## src/rtl/alu_serial_sequencer.sv

```systemverilog
// alu_serial_sequencer
//
// Bit-serial ALU. An accepted start latches two WIDTH-bit operands and a
// 4-bit control code. The operation is then evaluated one bit per clock,
// LSB first, through a single 1-bit full-adder slice. The carry and the
// partial result are held in registers between cycles. The control
// encoding matches the bit-sliced ALU:
//   0000 AND, 0001 OR, 0010 ADD, 0110 SUB, 0111 SLT (signed), 1100 NOR.
// Any other code runs at full latency and produces a zero result with
// cleared flags.
//
// Ports
//   i_clk       clock, rising edge
//   i_rst       synchronous active-high reset
//   i_start     request; sampled only in IDLE or DONE
//   i_ctrl      ALU control code
//   i_A, i_B    operands, sampled with an accepted start
//   o_busy      high while the bit loop is running
//   o_done      one-cycle pulse when the result becomes valid
//   o_result    result, held until the next completion
//   o_zero      o_result == 0
//   o_carryOut  carry out of the MSB (arithmetic ops only)
//   o_overflow  signed overflow (arithmetic ops only)
module alu_serial_sequencer #(
  parameter int unsigned WIDTH = 32
) (
  input  logic             i_clk,
  input  logic             i_rst,
  input  logic             i_start,
  input  logic [3:0]       i_ctrl,
  input  logic [WIDTH-1:0] i_A,
  input  logic [WIDTH-1:0] i_B,
  output logic             o_busy,
  output logic             o_done,
  output logic [WIDTH-1:0] o_result,
  output logic             o_zero,
  output logic             o_carryOut,
  output logic             o_overflow
);

  localparam int unsigned CNT_W = (WIDTH > 2) ? $clog2(WIDTH) : 1;

  localparam logic [3:0] OP_AND = 4'b0000;
  localparam logic [3:0] OP_OR  = 4'b0001;
  localparam logic [3:0] OP_ADD = 4'b0010;
  localparam logic [3:0] OP_SUB = 4'b0110;
  localparam logic [3:0] OP_SLT = 4'b0111;
  localparam logic [3:0] OP_NOR = 4'b1100;

  typedef enum logic [1:0] {
    ST_IDLE = 2'd0,
    ST_RUN  = 2'd1,
    ST_DONE = 2'd2
  } state_e;

  state_e           state_q,  state_d;
  logic [CNT_W-1:0] cnt_q,    cnt_d;
  logic             carry_q,  carry_d;
  logic [3:0]       ctrl_q,   ctrl_d;
  logic [WIDTH-1:0] a_sh_q,   a_sh_d;
  logic [WIDTH-1:0] b_sh_q,   b_sh_d;
  logic [WIDTH-1:0] res_sh_q, res_sh_d;
  logic [WIDTH-1:0] result_q, result_d;
  logic             zero_q,   zero_d;
  logic             cout_q,   cout_d;
  logic             ovf_q,    ovf_d;

  // Per-bit datapath signals
  logic             is_arith;
  logic             inv_a;
  logic             inv_b;
  logic             a_bit;
  logic             b_bit;
  logic             sum_bit;
  logic             carry_next;
  logic             bit_out;
  logic             last_bit;
  logic             accept;
  logic             ovf_bit;
  logic [WIDTH-1:0] shifted_res;
  logic [WIDTH-1:0] final_res;

  always_comb begin
    is_arith = (ctrl_q == OP_ADD) || (ctrl_q == OP_SUB) || (ctrl_q == OP_SLT);
    inv_a    = (ctrl_q == OP_NOR);
    inv_b    = (ctrl_q == OP_SUB) || (ctrl_q == OP_SLT) || (ctrl_q == OP_NOR);

    a_bit      = a_sh_q[0] ^ inv_a;
    b_bit      = b_sh_q[0] ^ inv_b;
    sum_bit    = a_bit ^ b_bit ^ carry_q;
    carry_next = (a_bit & b_bit) | (a_bit & carry_q) | (b_bit & carry_q);

    // NOR reuses the AND path on inverted inputs: ~A & ~B == ~(A | B).
    bit_out = 1'b0;
    case (ctrl_q)
      OP_AND:         bit_out = a_bit & b_bit;
      OP_NOR:         bit_out = a_bit & b_bit;
      OP_OR:          bit_out = a_bit | b_bit;
      OP_ADD, OP_SUB: bit_out = sum_bit;
      default:        bit_out = 1'b0;
    endcase

    last_bit    = (cnt_q == CNT_W'(WIDTH - 1));
    accept      = i_start && ((state_q == ST_IDLE) || (state_q == ST_DONE));
    shifted_res = {bit_out, res_sh_q[WIDTH-1:1]};

    // At the MSB, carry_q is the carry-in and carry_next the carry-out.
    ovf_bit   = carry_q ^ carry_next;
    final_res = shifted_res;
    if (ctrl_q == OP_SLT) begin
      final_res    = '0;
      final_res[0] = sum_bit ^ ovf_bit;
    end
  end

  always_comb begin
    state_d  = state_q;
    cnt_d    = cnt_q;
    carry_d  = carry_q;
    ctrl_d   = ctrl_q;
    a_sh_d   = a_sh_q;
    b_sh_d   = b_sh_q;
    res_sh_d = res_sh_q;
    result_d = result_q;
    zero_d   = zero_q;
    cout_d   = cout_q;
    ovf_d    = ovf_q;

    case (state_q)
      ST_RUN: begin
        a_sh_d   = {1'b0, a_sh_q[WIDTH-1:1]};
        b_sh_d   = {1'b0, b_sh_q[WIDTH-1:1]};
        res_sh_d = shifted_res;
        carry_d  = carry_next;
        cnt_d    = cnt_q + CNT_W'(1);
        if (last_bit) begin
          state_d  = ST_DONE;
          cnt_d    = '0;
          result_d = final_res;
          zero_d   = (final_res == '0);
          cout_d   = is_arith & carry_next;
          ovf_d    = is_arith & ovf_bit;
        end
      end
      ST_DONE: begin
        state_d = ST_IDLE;
      end
      default: begin
        state_d = ST_IDLE;
      end
    endcase

    if (accept) begin
      state_d  = ST_RUN;
      ctrl_d   = i_ctrl;
      a_sh_d   = i_A;
      b_sh_d   = i_B;
      cnt_d    = '0;
      res_sh_d = '0;
      // Subtraction is A + ~B + 1: the +1 enters as the initial carry.
      carry_d  = (i_ctrl == OP_SUB) || (i_ctrl == OP_SLT);
    end
  end

  always_ff @(posedge i_clk) begin
    if (i_rst) begin
      state_q  <= ST_IDLE;
      cnt_q    <= '0;
      carry_q  <= 1'b0;
      ctrl_q   <= '0;
      a_sh_q   <= '0;
      b_sh_q   <= '0;
      res_sh_q <= '0;
      result_q <= '0;
      zero_q   <= 1'b1;
      cout_q   <= 1'b0;
      ovf_q    <= 1'b0;
    end else begin
      state_q  <= state_d;
      cnt_q    <= cnt_d;
      carry_q  <= carry_d;
      ctrl_q   <= ctrl_d;
      a_sh_q   <= a_sh_d;
      b_sh_q   <= b_sh_d;
      res_sh_q <= res_sh_d;
      result_q <= result_d;
      zero_q   <= zero_d;
      cout_q   <= cout_d;
      ovf_q    <= ovf_d;
    end
  end

  assign o_busy     = (state_q == ST_RUN);
  assign o_done     = (state_q == ST_DONE);
  assign o_result   = result_q;
  assign o_zero     = zero_q;
  assign o_carryOut = cout_q;
  assign o_overflow = ovf_q;

endmodule
```

## config.mk

```make
export PLATFORM = sky130hd
export DESIGN_NAME = alu_serial_sequencer
export DESIGN_NICKNAME = d
export VERILOG_FILES = /design/src/rtl/alu_serial_sequencer.sv
export SDC_FILE = /design/constraint.sdc
export NUM_CORES = 1
export LEC_CHECK = 0
export ABC_AREA = 1
export CORE_UTILIZATION = 52
export DETAILED_ROUTE_END_ITERATION = 10
export PLACE_DENSITY = 0.91
export SETUP_SLACK_MARGIN = 0.1
export SLEW_MARGIN = 30
export SYNTH_ARGS = -nofsm -noshare
export SYNTH_HDL_FRONTEND = slang
export SYNTH_SLANG_ARGS = --single-unit
```

## constraint.sdc

```tcl
create_clock -name i_clk -period 2.3 [get_ports i_clk]
set_input_delay 0.46 -clock i_clk [delete_from_list [all_inputs] [get_ports i_clk]]
set_output_delay 0.46 -clock i_clk [all_outputs]
set_load 0.1 [all_outputs]
```

==> out/metrics.cfg, run 1 <==
[clocking]
cts.sinks = 142
clk_pin_slew_ps = 60
clk_path_buf_depth = 2
cts_buffers = 17
clkLatencyLatePin_ps = 410
clock-root-buffer = clkbuf_16
cts_tree = done
h-tree-depth = 4
ctsHoldBuffers = 0

[placement]
place_worst_setup_slack_ps = 207
gp_congestion = 0.782
port-buffer-count = 107
dp_hpwl_um = 8820

[synth]
yosysSeqAreaShare_pct = 48.3
synth_xor_area_share_pct = 0.596
ys_top_cells_by_area = dfxtp_1, nand2_1, o21ai_0, a21oi_1, a221oi_1
synthTopCellsByCount = nand2_1, dfxtp_1, o21ai_0, a21oi_1, nor2_1
netlist_area_mm2 = 0.00588
synth-async-reset-ratio_pct = 0
syn_inst = 757
synthMuxAreaShare_pct = 0
synthSimpleGateAreaFrac_pct = 17.3
synth_compound_area_share_pct = 23.7
synth_nets = 834
ys_ff_latch = 142
yosysMostFrequentCell = nand2_1
synth_edf_count = 0
yosys.area.top_type_share_pct = 48.3
syn_area_per_cell_um2 = 7.77
synth_flop_cell = dfxtp_1
yosysWarnings = 0
synth_top_family_by_area = compound AO/OA/AOI/OAI gates
yosysUniqueCellTypes = 35
synth_fa_ha_area_share_pct = 1.53
synth_area_leader_cell = dfxtp_1

[sta]
finalCriticalPeriod_ps = 2180
report.final.hold_viol_count = 0
skew_ps = 8.93
rsz0062_at_grt = false
setup_viol = 0
slew_violations = 0
setup_tns_ps = 0
layout_worst_path_cycle_share_pct = 95.0
worst_pin_slew_ps = 612
layout_setup_ws_ps = 116
maxSlewHeadroom_pct = 59.2
max_freq_ghz = 0.458

[power_and_ir_drop]
p_int_w = 0.00458
peakVddDrop_uv = 489
p_leak_nw = 3.02
power_frac_seq_pct = 43.2
p_per_area_mw_per_mm2 = 807
clock_power_share_pct = 46.2
combPwrFrac_pct = 10.6
p_sw_share_pct = 24.8
switchingPower_w = 0.00151

[setup_path]
reg2reg_slack_ps = 120
crit_start = ctrl_q[3]
startpoint_type = register
cp.required_ps = 2650
crit_end = o_zero
crit_path_end_kind = register
reg2reg_depth = 12
rr_endpoint = o_zero
path_class = register to register
critPathMaxFanout = 5
reg2reg_from = ctrl_q[3]
worst-endpoint-arrival_ps = 2540

[finish]
fin_nets = 921
multiInputGateArea_mm2 = 0.00256
syn2layout_area_growth_pct = 28.5
drive_above_1_share_pct = 13.4
fillers = 841
diodes = 0
seqCellArea_mm2 = 0.00285

[grt]
antenna_found_initial = 0
grt_pass1_wl_um = 23300
overflow = 0
grt_max_degree = 75
grt.total_usage_pct = 25.2
grt_pass1_vias = 4994

[route]
drc = 0
wl_per_cell_um = 14.9
vias = 5515
first_iter_violations = 309
viasPerCell = 5.53
drt-pass1-iter-count = 6
drtAntennaViolNets = 0
wl_um = 14900

[status]
status = finished, final reports clean

[flow_run]
drv_cap = 0

[floorplanning]
die-width_um = 108
chipHeight_um = 108
dieArea_mm2 = 0.0117
coreArea_mm2 = 0.0109
fp-row-count = 38
initial_utilization_pct = 53.8
ioPinCount = 108

[min_path]
hold_class = register to register

[layout make-up]
| type | count | share of cell area (%) |
|---|---|---|
| clock buffers | 18 | 5.68 |
| clock inverters | 14 | 2.42 |
| inverters | 54 | 2.77 |
| multi-input cells | 506 | 33.9 |
| flip-flops and latches | 142 | 37.7 |
| well taps | 140 | 2.32 |
| repair buffers | 123 | 15.2 |
[critical path, cell delays in order, from the launching register on]
cell and delay (ps):
dfxtp_4 370, nand2_1 70, inv_1 60, nand2_1 120, nand2_1 120, xnor2_2 230, inv_1 120, fa_1 450
nand2_1 110, nand3_2 140, nor2_1 170, nand2_1 90, nand2_1 80
[what timing repair did]
action,in CTS,in global routing
endpoints found under the setup margin,0,4
setup buffers,0,2
endpoints found under the hold margin,0,0
resized for setup,0,7
[logic make-up (layout without fill, tap and decap cells)]
family                     Yosys count  after routing
AOI/OAI and AO/OA                  246            246
xor gates and xnor gates             4              4
adders and majority gates            6              6
buffers and inverters              109            209
DFF                                142            142
and+or+nand+nor                    250            250
[sequential cells by signal (all words and copies together), names as in the netlist]
| name | flops |
|---|---|
| a_sh_q | 32 |
| b_sh_q | 32 |
| carry_q | 1 |
| cnt_q | 5 |
| ctrl_q | 4 |
| o_carryOut | 1 |
| o_overflow | 1 |
| o_result | 32 |
| o_zero | 1 |
| res_sh_q | 31 |
| state_q | 2 |
[cells in the final DEF, fill, tap and decap left out, drive strengths merged, types with 4 or more instances in the layout]
master	count
nand2	181
a221oi	30
nor2	56
nand3	6
clkdlybuf4s50	70
a21oi	96
o21ai	111
clkinvlp	5
clkbuf	18
ha	4
buf	53
dfxtp	142
inv	58
[routing by layer]
metal	share of wire [%]	track usage (%)	vias to the layer above
met2	48	41.4	217
met4	2.7	11.3	0
li1	-	-	2707
met5	0	0	-
met1	43	32.3	2551
met3	5.8	4.64	40
[through the flow]
step / instance area (um2) / util, % / power, W / instances / hold WS (ps)
2_1_floorplan: 5880 / - / 0.00308 / 757 / 439
3_3_place_gp: 6900 / 63.1 / 0.00329 / 963 / 450
3_5_place_dp: 6900 / 63.1 / 0.00330 / 963 / 454
4_1_cts: 7510 / 68.7 / 0.00609 / 995 / 463
5_1_grt: 7550 / 69.1 / 0.00631 / 997 / 480
6_report: 7550 / 69.1 / 0.00610 / 997 / 461
[how the worst min path moves through the flow]
| stage | startpoint | endpoint | slack [ps] | depth (start not counted) |
|---|---|---|---|---|
| 2_1_floorplan | a_sh_q[15] | a_sh_q[15] | 440 | 2 |
| 3_3_place_gp | b_sh_q[4] | b_sh_q[4] | 450 | 2 |
| 3_5_place_dp | a_sh_q[23] | a_sh_q[23] | 450 | 2 |
| 4_1_cts | a_sh_q[23] | a_sh_q[23] | 460 | 2 |
| 5_1_grt | b_sh_q[11] | b_sh_q[11] | 480 | 2 |
| 6_report | a_sh_q[23] | a_sh_q[23] | 460 | 2 |
[power by group through the flow]
| stage | clock network (W) | logic (W) | registers (W) |
|---|---|---|---|
| 2_1_floorplan | 0 | 0.000409 | 0.00267 |
| 3_3_place_gp | 0 | 0.000606 | 0.00268 |
| 3_5_place_dp | 0 | 0.000618 | 0.00269 |
| 4_1_cts | 0.00283 | 0.000627 | 0.00263 |
| 5_1_grt | 0.00295 | 0.000708 | 0.00265 |
| 6_report | 0.00281 | 0.000645 | 0.00264 |
(Power assumes the default switching activity.)
==> run 2: changes to the inputs <==
--- a/config.mk
+++ b/config.mk
@@ -6,6 +6,7 @@
 export NUM_CORES = 1
 export LEC_CHECK = 0
 export ABC_AREA = 1
+export CORE_MARGIN = 4
 export CORE_UTILIZATION = 52
 export DETAILED_ROUTE_END_ITERATION = 10
 export PLACE_DENSITY = 0.91
==> run 2 against run 1 <==
Effect of this change: hold slack gained 2.3 ps; global-route usage shrank 2.1 points; clock skew shrank 1.4 ps; sequential power is essentially flat; register-to-register slack gained 190 ps; combinational power shrank 0.9%; utilization shrank 0.38 points; sequential share of layout area grew 0.19 points; critical path depth shrank 8; clock power shrank 2%; critical path type is now register to output pin; critical endpoint is now o_busy; highest routed layer unchanged.
==> out/metrics.cfg, run 2 (same netlist as run 1, synthesis figures left out) <==
[sta]
slew_violations = 0  ; unchanged
layout_worst_path_cycle_share_pct = 87.2  ; was 95.0%
setup_tns_ps = 0  ; unchanged
finalCriticalPeriod_ps = 2010  ; was 2180 ps
rsz0062_at_grt = false  ; unchanged
maxSlewHeadroom_pct = 65.6  ; was 59.2%
report.final.hold_viol_count = 0  ; unchanged
setup_viol = 0  ; unchanged
max_freq_ghz = 0.498  ; was 0.458 GHz
layout_setup_ws_ps = 293  ; was 116 ps
skew_ps = 7.50  ; was 8.93 ps
worst_pin_slew_ps = 515  ; was 612 ps

[finish]
diodes = 0  ; unchanged
fillers = 846  ; was 841
final_area_mm2 = 0.00751  ; was 0.00755 mm2
stdcell_count = 990  ; was 997
seqCellArea_mm2 = 0.00285  ; about the same
final_common_cell = nand2_1  ; unchanged
multiInputGateArea_mm2 = 0.00255  ; was 0.00256 mm2
mostFrequentLayoutCells = nand2_1, dfxtp_1, o21ai_0  ; unchanged
drive_above_1_share_pct = 12.7  ; was 13.4%
syn2layout_area_growth_pct = 27.8  ; was 28.5%
fin_nets = 916  ; was 921

[grt]
grt.total_usage_pct = 23.1  ; was 25.2%
grt_max_degree = 95  ; was 75
grt_pass1_vias = 5237  ; was 4994
antenna_found_initial = 0  ; unchanged
overflow = 0  ; unchanged
grt_pass1_wl_um = 24700  ; was 23300 um

[route]
wl_per_cell_um = 15.0  ; was 14.9 um
first_iter_violations = 472  ; was 309
drt-pass1-iter-count = 6  ; unchanged
drtAntennaViolNets = 0  ; unchanged
wl_um = 14900  ; about the same
vias = 5479  ; was 5515
viasPerCell = 5.53  ; about the same
drc = 0  ; unchanged

[setup_path]
cpPeakStageDelay_ps = 380  ; was 450 ps
reg2reg_slack_ps = 310  ; was 120 ps
crit_path_end_kind = output pin  ; was register
reg2reg_depth = 12  ; unchanged
path_common_cell = buf_12  ; was nand2_1
critPathBufInv = 3  ; was 2
cp_slowest_cell = buf_12  ; was fa_1
cp_top_family = buffers and inverters  ; was simple AND/OR/NAND/NOR gates
startpoint_type = register  ; unchanged
critPathMaxFanout = 94  ; was 5
cp.required_ps = 1840  ; was 2650 ps
cp_cell_sequence = inv_2, nor2_4, buf_12, buf_12  ; was nand2_1, inv_1, nand2_1, nand2_1, xnor2_2, inv_1, fa_1, nand2_1, nand3_2, nor2_1, nand2_1, nand2_1
path_class = register to output pin  ; was register to register
worst-path-stages = 4  ; was 12
worst-endpoint-arrival_ps = 1550  ; was 2540 ps

[clocking]
cts.sinks = 142  ; unchanged
clkLatencyLatePin_ps = 410  ; about the same
postCtsSetupRepairBufs = 0  ; unchanged
cts_buffers = 17  ; unchanged
clock-root-buffer = clkbuf_16  ; unchanged
cts_tree = done  ; unchanged
h-tree-depth = 4  ; unchanged
clk_path_buf_depth = 2  ; unchanged
clk_pin_slew_ps = 60  ; about the same

[floorplanning]
chipHeight_um = 114  ; was 108 um
initial_utilization_pct = 53.8  ; unchanged
dieArea_mm2 = 0.0131  ; was 0.0117 mm2
die-width_um = 114  ; was 108 um
ioPinCount = 108  ; unchanged
coreArea_mm2 = 0.0109  ; unchanged
fp-row-count = 38  ; unchanged

[placement]
placed_area_mm2 = 0.00690  ; about the same
place_worst_setup_slack_ps = 176  ; was 207 ps
port-buffer-count = 107  ; unchanged
dp_cells = 960  ; was 963
gp_congestion = 0.840  ; was 0.782
dp_hpwl_um = 9010  ; was 8820 um

[flow_run]
drv_cap = 0  ; unchanged

[power_and_ir_drop]
p_total_w = 0.00603  ; was 0.00610 W
p_per_area_mw_per_mm2 = 802  ; was 807 mW/mm2
p_leak_nw = 2.99  ; was 3.02 nW
peakVddDrop_uv = 479  ; was 489 uV

[status]
status = finished, final reports clean  ; unchanged

[min_path]
hold_depth = 2  ; unchanged
hold_class = register to register  ; unchanged

==> run 2: changes by cell type in the layout (fill, tap and decap cells not counted), sizes merged <==
cell | previous run | this run
buf | 53 | 48
inv | 58 | 56
clkinvlp | 5 | 3
clkbuf | 18 | 17
clkinv | 2 | 5
==> run 2: layout make-up <==
type | count | area share [%]
sequential | 142 | 37.9
multi-input combinational | 506 | 34.0
timing repair buffer | 118 | 15.1
clock buffer | 17 | 5.66
inverter | 54 | 2.78
tap | 140 | 2.33
clock inverter | 13 | 2.21
==> run 2: through the flow <==
step                      hold WS (ps)  utilization, %
after global routing               480            68.7
after CTS                          464            68.5
after floorplan                    439               -
after detailed placement           454            63.1
final                              463            68.7
after global placement             449            63.1
==> run 2: what timing repair did <==
item                       CTS  global route
hold buffers                 0             0
hold endpoints to repair     0             0
gates resized for setup      0             5
setup endpoints to repair    0             4
==> run 2: path summary, 6_finish.rpt <==
| check | startpoint | end |
|---|---|---|
| worst min register to register | a_sh_q[26] | a_sh_q[26] |
| worst max-delay path | state_q[0] | o_busy |
| worst min-delay path | a_sh_q[26] | a_sh_q[26] |
| worst max register to register | ctrl_q[1] | o_zero |
==> run 2: layer usage <==
metal  up-vias  share of wire, %  global-route usage (%)
li1       2687                 -                       -
met1      2574                43                    29.5
met2       185                49                    37.8
met3        33               5.8                    5.60
met4         0               2.1                    9.11
met5         -                 0                       0
==> run 2: where the power goes <==
group	leakage [nW]	switching (W)	internal, W	total [W]
registers	1.16	0.0000541	0.00258	0.00263
clock network	0.282	0.00105	0.00170	0.00275
logic	1.55	0.000367	0.000273	0.000639
total	2.99	0.00147	0.00455	0.00603
==> run 2: worst reg2reg max path: stages, from the launching register on <==
cell and delay, ps:
dfxtp_1 350, inv_2 70, nor2_4 120, nand2_1 90, nand2_1 100, xnor2_2 150, inv_1 110, fa_1 490
nand2_1 60, nand3_1 160, nor2_1 80, nand2_1 70, nand2_1 40
